$ cat config.mk
export PLATFORM = sky130hd
export DESIGN_NAME = seg7_scan_driver
export DESIGN_NICKNAME = d
export VERILOG_FILES = /design/src/rtl/seg7_pkg.sv /design/src/rtl/seg7_scan_driver_scan_tick_gen.sv /design/src/rtl/seg7_scan_driver.sv
export SDC_FILE = /design/constraint.sdc
export NUM_CORES = 1
export LEC_CHECK = 0
export CORE_MARGIN = 2
export CORE_UTILIZATION = 40
export DETAILED_ROUTE_END_ITERATION = 10
export REMOVE_ABC_BUFFERS = 1
export SYNTH_ARGS = -nofsm -noshare
export SYNTH_HDL_FRONTEND = slang
export SYNTH_HIERARCHICAL = 1
export SYNTH_SLANG_ARGS = --single-unit
$ cat constraint.sdc
create_clock -name clk -period 2.35 [get_ports clk]
set_input_delay 0.235 -clock clk [delete_from_list [all_inputs] [get_ports clk]]
set_output_delay 0.235 -clock clk [all_outputs]
set_load 0.02 [all_outputs]
$ cat src/rtl/seg7_pkg.sv
// Shared constants for the seven-segment scan driver: active-low gfedcba digit
// codes, blank/off patterns and the scan state encoding.
package seg7_pkg;

  localparam int DIGIT_W = 7;

  localparam logic [6:0] ZERO  = 7'b1000000;
  localparam logic [6:0] ONE   = 7'b1111001;
  localparam logic [6:0] TWO   = 7'b0100100;
  localparam logic [6:0] THREE = 7'b0110000;
  localparam logic [6:0] FOUR  = 7'b0011001;
  localparam logic [6:0] FIVE  = 7'b0010010;
  localparam logic [6:0] SIX   = 7'b0000010;
  localparam logic [6:0] SEVEN = 7'b1111000;
  localparam logic [6:0] EIGHT = 7'b0000000;
  localparam logic [6:0] NINE  = 7'b0010000;

  localparam logic [6:0] SEG_BLANK = 7'b1111111;
  localparam logic [3:0] AN_OFF    = 4'b1111;

  typedef enum logic {
    IDLE = 1'b0,
    SCAN = 1'b1
  } state_e;

  function automatic logic [6:0] digit_field(input logic [27:0] word, input logic [1:0] idx);
    return word[idx*DIGIT_W +: DIGIT_W];
  endfunction

endpackage

$ cat src/rtl/seg7_scan_driver_scan_tick_gen.sv
// Free-running slot counter 0..REFRESH_DIV-1; tick is high during the terminal
// count so the consumer acts on the edge that wraps the counter.
module scan_tick_gen #(
  parameter int REFRESH_DIV = 100000
) (
  input  logic clk,
  input  logic rst,
  output logic tick
);

  localparam int CW = $clog2(REFRESH_DIV);
  localparam logic [CW-1:0] LAST = CW'(REFRESH_DIV - 1);

  logic [CW-1:0] cnt_q, cnt_d;

  always_comb begin
    if (cnt_q == LAST) begin
      cnt_d = '0;
    end else begin
      cnt_d = cnt_q + CW'(1);
    end
  end

  always_ff @(posedge clk or posedge rst) begin
    if (rst) begin
      cnt_q <= '0;
    end else begin
      cnt_q <= cnt_d;
    end
  end

  assign tick = (cnt_q == LAST);

endmodule

$ cat src/rtl/seg7_scan_driver.sv
// Four-digit common-anode scan driver with per-frame snapshot, leading-zero
// blanking and an optional frame-counted blink enabled by SEG7_BLINK_EN.
module seg7_scan_driver
  import seg7_pkg::*;
#(
  parameter int REFRESH_DIV  = 100000,
  parameter int BLINK_FRAMES = 128
) (
  input  logic        clk,
  input  logic        rst,
  input  logic [27:0] display_all,
  input  logic        blank_lz,
  input  logic        blink,
  output logic [3:0]  an,
  output logic [6:0]  seg,
  output logic        dp,
  output logic        frame_tick
);

  state_e      state_q, state_d;
  logic [1:0]  idx_q, idx_d;
  logic [27:0] snap_q, snap_d;
  logic        blz_q, blz_d;
  logic [3:0]  an_q, an_d;
  logic [6:0]  seg_q, seg_d;
  logic        ft_q, ft_d;
  logic        dp_q;
  logic        tick_s, load_s;
  logic [3:0]  lz_blank_s;
  logic [6:0]  dig_s;

  scan_tick_gen #(.REFRESH_DIV(REFRESH_DIV)) u_tick (
    .clk  (clk),
    .rst  (rst),
    .tick (tick_s)
  );

  always_comb begin
    state_d = state_q;
    idx_d   = idx_q;
    load_s  = 1'b0;
    if (tick_s) begin
      if (state_q == IDLE) begin
        state_d = SCAN;
        idx_d   = 2'd0;
        load_s  = 1'b1;
      end else begin
        idx_d  = idx_q + 2'd1;
        load_s = (idx_q == 2'd3);
      end
    end else begin
      load_s = 1'b0;
    end
    if (load_s) begin
      snap_d = display_all;
      blz_d  = blank_lz;
    end else begin
      snap_d = snap_q;
      blz_d  = blz_q;
    end
    ft_d = load_s;
  end

`ifdef SEG7_BLINK_EN
  localparam int BW = (BLINK_FRAMES > 1) ? $clog2(BLINK_FRAMES) : 1;
  localparam logic [BW-1:0] BLINK_LAST = BW'(BLINK_FRAMES - 1);

  logic [BW-1:0] bcnt_q, bcnt_d;
  logic          brun_q, brun_d;
  logic          phase_q, phase_d;

  // The first frame that samples blink=1 is frame 0 of the ON phase.
  always_comb begin
    bcnt_d  = bcnt_q;
    brun_d  = brun_q;
    phase_d = phase_q;
    if (load_s) begin
      if (!blink) begin
        bcnt_d  = '0;
        brun_d  = 1'b0;
        phase_d = 1'b1;
      end else if (!brun_q) begin
        bcnt_d  = '0;
        brun_d  = 1'b1;
        phase_d = 1'b1;
      end else if (bcnt_q == BLINK_LAST) begin
        bcnt_d  = '0;
        phase_d = ~phase_q;
      end else begin
        bcnt_d = bcnt_q + BW'(1);
      end
    end else begin
      bcnt_d = bcnt_q;
    end
  end

  always_ff @(posedge clk or posedge rst) begin
    if (rst) begin
      bcnt_q  <= '0;
      brun_q  <= 1'b0;
      phase_q <= 1'b1;
    end else begin
      bcnt_q  <= bcnt_d;
      brun_q  <= brun_d;
      phase_q <= phase_d;
    end
  end
`else
  logic phase_d;
  logic blink_unused_s;
  assign phase_d        = 1'b1;
  assign blink_unused_s = blink;
`endif

  // Leading-zero blanking ripples down from digit3 and never reaches digit0.
  always_comb begin
    lz_blank_s[3] = blz_d && (snap_d[27:21] == ZERO);
    lz_blank_s[2] = lz_blank_s[3] && (snap_d[20:14] == ZERO);
    lz_blank_s[1] = lz_blank_s[2] && (snap_d[13:7] == ZERO);
    lz_blank_s[0] = 1'b0;
    dig_s         = digit_field(snap_d, idx_d);
    if (tick_s) begin
      if (lz_blank_s[idx_d]) begin
        an_d  = AN_OFF;
        seg_d = SEG_BLANK;
      end else if (!phase_d) begin
        an_d  = AN_OFF;
        seg_d = dig_s;
      end else begin
        an_d  = ~(4'b0001 << idx_d);
        seg_d = dig_s;
      end
    end else begin
      an_d  = an_q;
      seg_d = seg_q;
    end
  end

  always_ff @(posedge clk or posedge rst) begin
    if (rst) begin
      state_q <= IDLE;
      idx_q   <= 2'd0;
      snap_q  <= 28'hFFFFFFF;
      blz_q   <= 1'b0;
      an_q    <= AN_OFF;
      seg_q   <= SEG_BLANK;
      ft_q    <= 1'b0;
      dp_q    <= 1'b1;
    end else begin
      state_q <= state_d;
      idx_q   <= idx_d;
      snap_q  <= snap_d;
      blz_q   <= blz_d;
      an_q    <= an_d;
      seg_q   <= seg_d;
      ft_q    <= ft_d;
      dp_q    <= 1'b1;
    end
  end

  assign an         = an_q;
  assign seg        = seg_q;
  assign dp         = dp_q;
  assign frame_tick = ft_q;

endmodule

# Word-level counts from Yosys, hierarchy flattened

Cells that the tools add are included.

$mul: 1
Magnitude comparators: 1
Div/mod/pow operators: 0
Bitwise logic cells: 1
Muxes and demuxes: 11
Reduce and logical (&&, ||, !) cells: 3
Eq/ne operators: 5
$add $sub $neg: 2
Shift operators: 2

Operator list:

| operator                | number |
|---|---|
| $mux W28                | 1 |
| $shiftx A28 B6 Y7       | 1 |
| $eq A7 B7 Y1 const B    | 3 |
| $add A17 B1 Y17 const B | 1 |
| $eq A17 B17 Y1 const B  | 1 |
| $mux W17                | 1 |
| $mux W7                 | 1 |
| $mul A2 B3 Y5 const B   | 1 |
| $mux W1                 | 4 |
| $mux W2                 | 2 |
| $mux W4                 | 1 |
| $not A4 Y4              | 1 |
| $shl A1 B2 Y4 const A   | 1 |
| $logic_and A1 B1 Y1     | 3 |
| $lt A2 B3 Y1 const B    | 1 |
| $add A2 B1 Y2 const B   | 1 |
| $bmux W1 S2             | 1 |
| $eq A2 B2 Y1 const B    | 1 |

Flip-flop bits (word level): 61
Bits in writable memories: 0
Latch bits: 0
ROM bits: 0
Output and inout port bits: 13
Logic and storage cells: 34
Memories kept: 0

# Logic depth before layout (Yosys ltp)

Depth in word-level cells: 11
Depth in mapped cells: 13

# By module

Netlist, hierarchy kept.

Modules (own cells, without submodules):

| module           | seq. area each (µm²) | times used | area an instance (µm²) | cells an instance |
|---|---|---|---|---|
| seg7_scan_driver | 1149.9               | 1          | 2222.1                 | 195 |
| scan_tick_gen    | 425.4                | 1          | 825.8                  | 75 |

# Worst setup path before layout

OpenSTA, ideal clock, no wires.

Path type: flip-flop to flip-flop
Start: register u_tick.cnt_q[0]
End: register an_q[1], in the netlist an[1]
Setup time: 0.062 ns
Arrival time: 2.471 ns
Stages on the path, launching flop included: 14
Slack: -0.183 ns
Buffers on the path: 3
Data required time: 2.288 ns
Clock period less this slack: 2.533 ns
Path through: dfrtp_1 > ha_1 > nand3_1 > nor2_1 > and4_1 > buf_2 > buf_4 > inv_2 > buf_6 > o21ai_0 > o221ai_1 > nor4_2 > and4_1 > o32a_1

Word-level cells in the longest chain between the ends: 10
Elaborated cells between the ends (all ways): 16

RTL lines:

| what                          | line                                 | text |
|---|---|---|
| from (decl)                   | seg7_scan_driver_scan_tick_gen.sv:14 | `logic [CW-1:0] cnt_q, cnt_d;` |
| from (signal assigned)        | seg7_scan_driver_scan_tick_gen.sv:28 | `cnt_q <= cnt_d;` |
| $eq A17 B17 Y1 (*)            | seg7_scan_driver_scan_tick_gen.sv:32 | `assign tick = (cnt_q == LAST);` |
| via tick_s                    | seg7_scan_driver.sv:28               | `logic tick_s, load_s;` |
| $mux W1                       | seg7_scan_driver.sv:42               | `if (tick_s) begin` |
| $mux W28                      | seg7_scan_driver.sv:54               | `if (load_s) begin` |
| $eq A7 B7 Y1                  | seg7_scan_driver.sv:117              | `lz_blank_s[3] = blz_d && (snap_d[27:21] == ZERO);` |
| $logic_and A1 B1 Y1           | seg7_scan_driver.sv:117              |  |
| $logic_and A1 B1 Y1           | seg7_scan_driver.sv:118              | `lz_blank_s[2] = lz_blank_s[3] && (snap_d[20:14] == ZERO);` |
| $logic_and A1 B1 Y1           | seg7_scan_driver.sv:119              | `lz_blank_s[1] = lz_blank_s[2] && (snap_d[13:7] == ZERO);` |
| $bmux W1 S2                   | seg7_scan_driver.sv:123              | `if (lz_blank_s[idx_d]) begin` |
| $mux W1 (not written as such) | seg7_scan_driver.sv:123              |  |
| $mux W4                       | seg7_scan_driver.sv:123              |  |
| to (signal assigned)          | seg7_scan_driver.sv:154              | `an_q <= an_d;` |
| to (decl)                     | seg7_scan_driver.sv:24               | `logic [3:0] an_q, an_d;` |

The timed path passes the listed nets; every way through them passes the cells marked *. The select of a mux whose other input is x is not followed.
A chain may end at the register's enable or synchronous reset.

# Worst setup path after layout

Start: register u_tick.cnt_q[12]
End: register an_q[1], in the netlist an[1]

Same word-level chain as after synthesis.

==> metrics.yaml <==
synth_flop_cell: "dfstp_2"
ys_seq_area_frac: 0.5168
routed_wl_um: 7781
wl_per_cell_um: 15.85
grt_max_degree: 45
antenna_found_initial: 0
hpwlAfterDp_um: 5231
leakage_nw: 2.086
port_buffers: 42
synth_top_cell_by_area: "dfstp_2"
cts_root_buf: "clkbuf_8"
setup_ws_ns: -0.003705
drc_errors: 0
cts.path.max_buffers: 2
final_common_cell: "buf_4"
gp_congestion: 0.7890
grt.overflow.total: 0
irDropWorstVdd_mv: 0.3148
core-area_mm2: 0.007331
path_class: "flop to flop"
dieHeight_um: 91.29
cp.arrival_ns: 2.63
vias_per_cell: 5.037
finalCritPeriodShare: 1.002
nets: 421
syn_inst: 270
dieWidth_um: 91.29
fmax_ghz: 0.4249
first_global_vias: 2490
grt_pass1_wl_um: 12300
yosys.area.top_type_share: 0.3362
syn_to_final_growth_pct: 50.16
ant_nets: 0
clock_sinks: 61
drtIter0Drc: 129
fin_cells: 491
drt_pre_antenna_iters: 4
slew_viol_final: 0
setup_viol: 1
place_inst: 455
synth_warnings: 6
async_reset_ff_frac: 1.000
worst_slew_pin_slew_ns: 0.6657
synth.distinct_cells: 51
slew_headroom: 0.5557
ios: 45
syn_area_per_cell_um2: 11.29
period_needed_ns: 2.354
skew_ns: 0.007924
holdCritPathClass: "primary input to async pin"
place_area_mm2: 0.003960
start_util: 0.4158
final_area_mm2: 0.004577
n_antenna_cell: 0
critical_path.slowest_cell: "dfrtp_1"
fillCellCount: 601
max-cap-violations: 0
grt_usage: 0.1899
crit_chain: "nand4bb_1, nor4_2, and4_4, buf_4, inv_2, o21ai_1, o211ai_1, nor4_4, and4_1, o32a_1"
clk_pin_slew_worst_paths_ns: 0.07
violations: "negative setup slack"
rows: 31
routed-via-count: 2473
power_density_mw_per_mm2: 484.3
worstPathRequired_ns: 2.63
synthesis.area_mm2: 0.003048
cts_buffers: 9
clkLatencyLatePin_ns: 0.34
htreeDepth: 3
dieArea_mm2: 0.008334
drive_gt1_frac: 0.4949
path_max_fanout: 5
rsz0062_at_grt: "true"
synth-edff-count: 0
layout_common_cells: "62 x buf_4, 42 x clkdlybuf4s50_1, 39 x dfstp_2"
synth.ff_latch_count: 61
ys_top_cells_by_area: "dfstp_2 34%, dfrtp_1 18%, mux2_2 7.8%, mux2i_1 3.3%, xnor2_1 3.2%"
hold_viol_final: 0
startpoint_type: "flop"
cpPeakStageDelay_ns: 0.37
end_kind: "flop"
status: "finished, violations left"
cts_tree: "built"
[critical path, delay by kind of cell (launching register included)]
kind / cells / cell delay (ns)
simple gates: 5 / 1.23
compound gates: 3 / 0.50
flops: 1 / 0.37
buf+inv: 2 / 0.18
[power breakdown]
part | switching [mW] | total [mW] | internal [mW]
Sequential | 0.00874 | 1.10 | 1.09
Combinational | 0.0603 | 0.136 | 0.0759
Clock | 0.409 | 0.985 | 0.575
Total | 0.478 | 2.22 | 1.74
[flip-flops by register name, indices dropped and copies added, names as in the netlist]
name,count
snap_q,28
idx_q,2
frame_tick,1
an,4
u_tick/cnt_q,17
state_q,1
seg,7
blz_q,1
[logic make-up after synthesis]
family                     count (synthesis)  share of synthesized area
AOI/OAI and AO/OA                         39                    0.09155
adders and majority gates                  2                   0.008209
xor gates and xnor gates                  15                    0.04310
buffers and inverters                     38                    0.05747
other                                      1                   0.001230
muxes                                     31                     0.1104
DFF                                       61                     0.5168
and+or+nand+nor                           83                     0.1712
[cell usage after synthesis (5+ instances only)]
library cell,number
a221oi_1,6
dfstp_2,39
mux2_2,21
o21ai_0,11
nor4b_1,5
xnor2_1,11
inv_1,24
nor3_1,7
buf_4,6
nand2_1,16
dfrtp_1,22
nand3_1,12
nor2_1,13
nand4_1,5
mux2i_1,10
[layout make-up]
cell class,count,area (µm²),share of cell area
clock buffer,13,168.9,0.03691
clock inverter,3,42.54,0.009295
inverter,26,107.6,0.02351
multi-input combinational,172,1509,0.3297
sequential,61,1575,0.3442
tap,99,123.9,0.02706
timing repair buffer,116,1046,0.2285
timing repair inverter,1,3.754,0.0008201
[timing repair]
item	4_1_cts	5_1_grt
resized for setup	29	44
pin swaps	14	17
gates cloned	2	0
endpoints found under the setup margin	9	8
hold buffers	0	0
setup buffers	7	12
[per-stage QoR]
stage	setup WS (ns)	TNS, ns	power (mW)	util	hold WS, ns
6_report	-0.003705	-0.003705	2.216	0.6243	0.3181
5_1_grt	-0.1469	-0.8909	2.301	0.6243	0.3937
4_1_cts	-0.06307	-0.3102	2.232	0.5880	0.3318
3_5_place_dp	-0.2263	-1.514	1.241	0.5402	0.4850
3_3_place_gp	-0.1311	-0.8558	1.239	0.5402	0.4821
2_1_floorplan	-0.5645	-5.022	1.160	-	0.1611
[path summary, 6_finish.rpt]
path / from / to / slack, ns / cells after the start
worst max-delay path: u_tick/cnt_q[12] / an[1] / -0.004 / 10
worst min-delay path: rst / u_tick/cnt_q[10] / 0.32 / 2
worst max register to register: u_tick/cnt_q[12] / an[1] / -0.004 / 10
worst min register to register: seg[4] / seg[4] / 0.49 / 2
max in group asynchronous: rst / an[3] / 1.59 / 3
min in group clk: seg[4] / seg[4] / 0.49 / 2
[per-layer routing]
layer / wire, µm / vias up / share of wire / GRT usage
li1: - / 1183 / - / -
met1: 3637 / 1222 / 0.47 / 0.2708
met2: 3758 / 61 / 0.48 / 0.2889
met3: 301 / 7 / 0.039 / 0.04149
met4: 84 / 0 / 0.011 / 0.06061
met5: 0 / - / 0 / 0
Power figures use the tool's default switching activity.
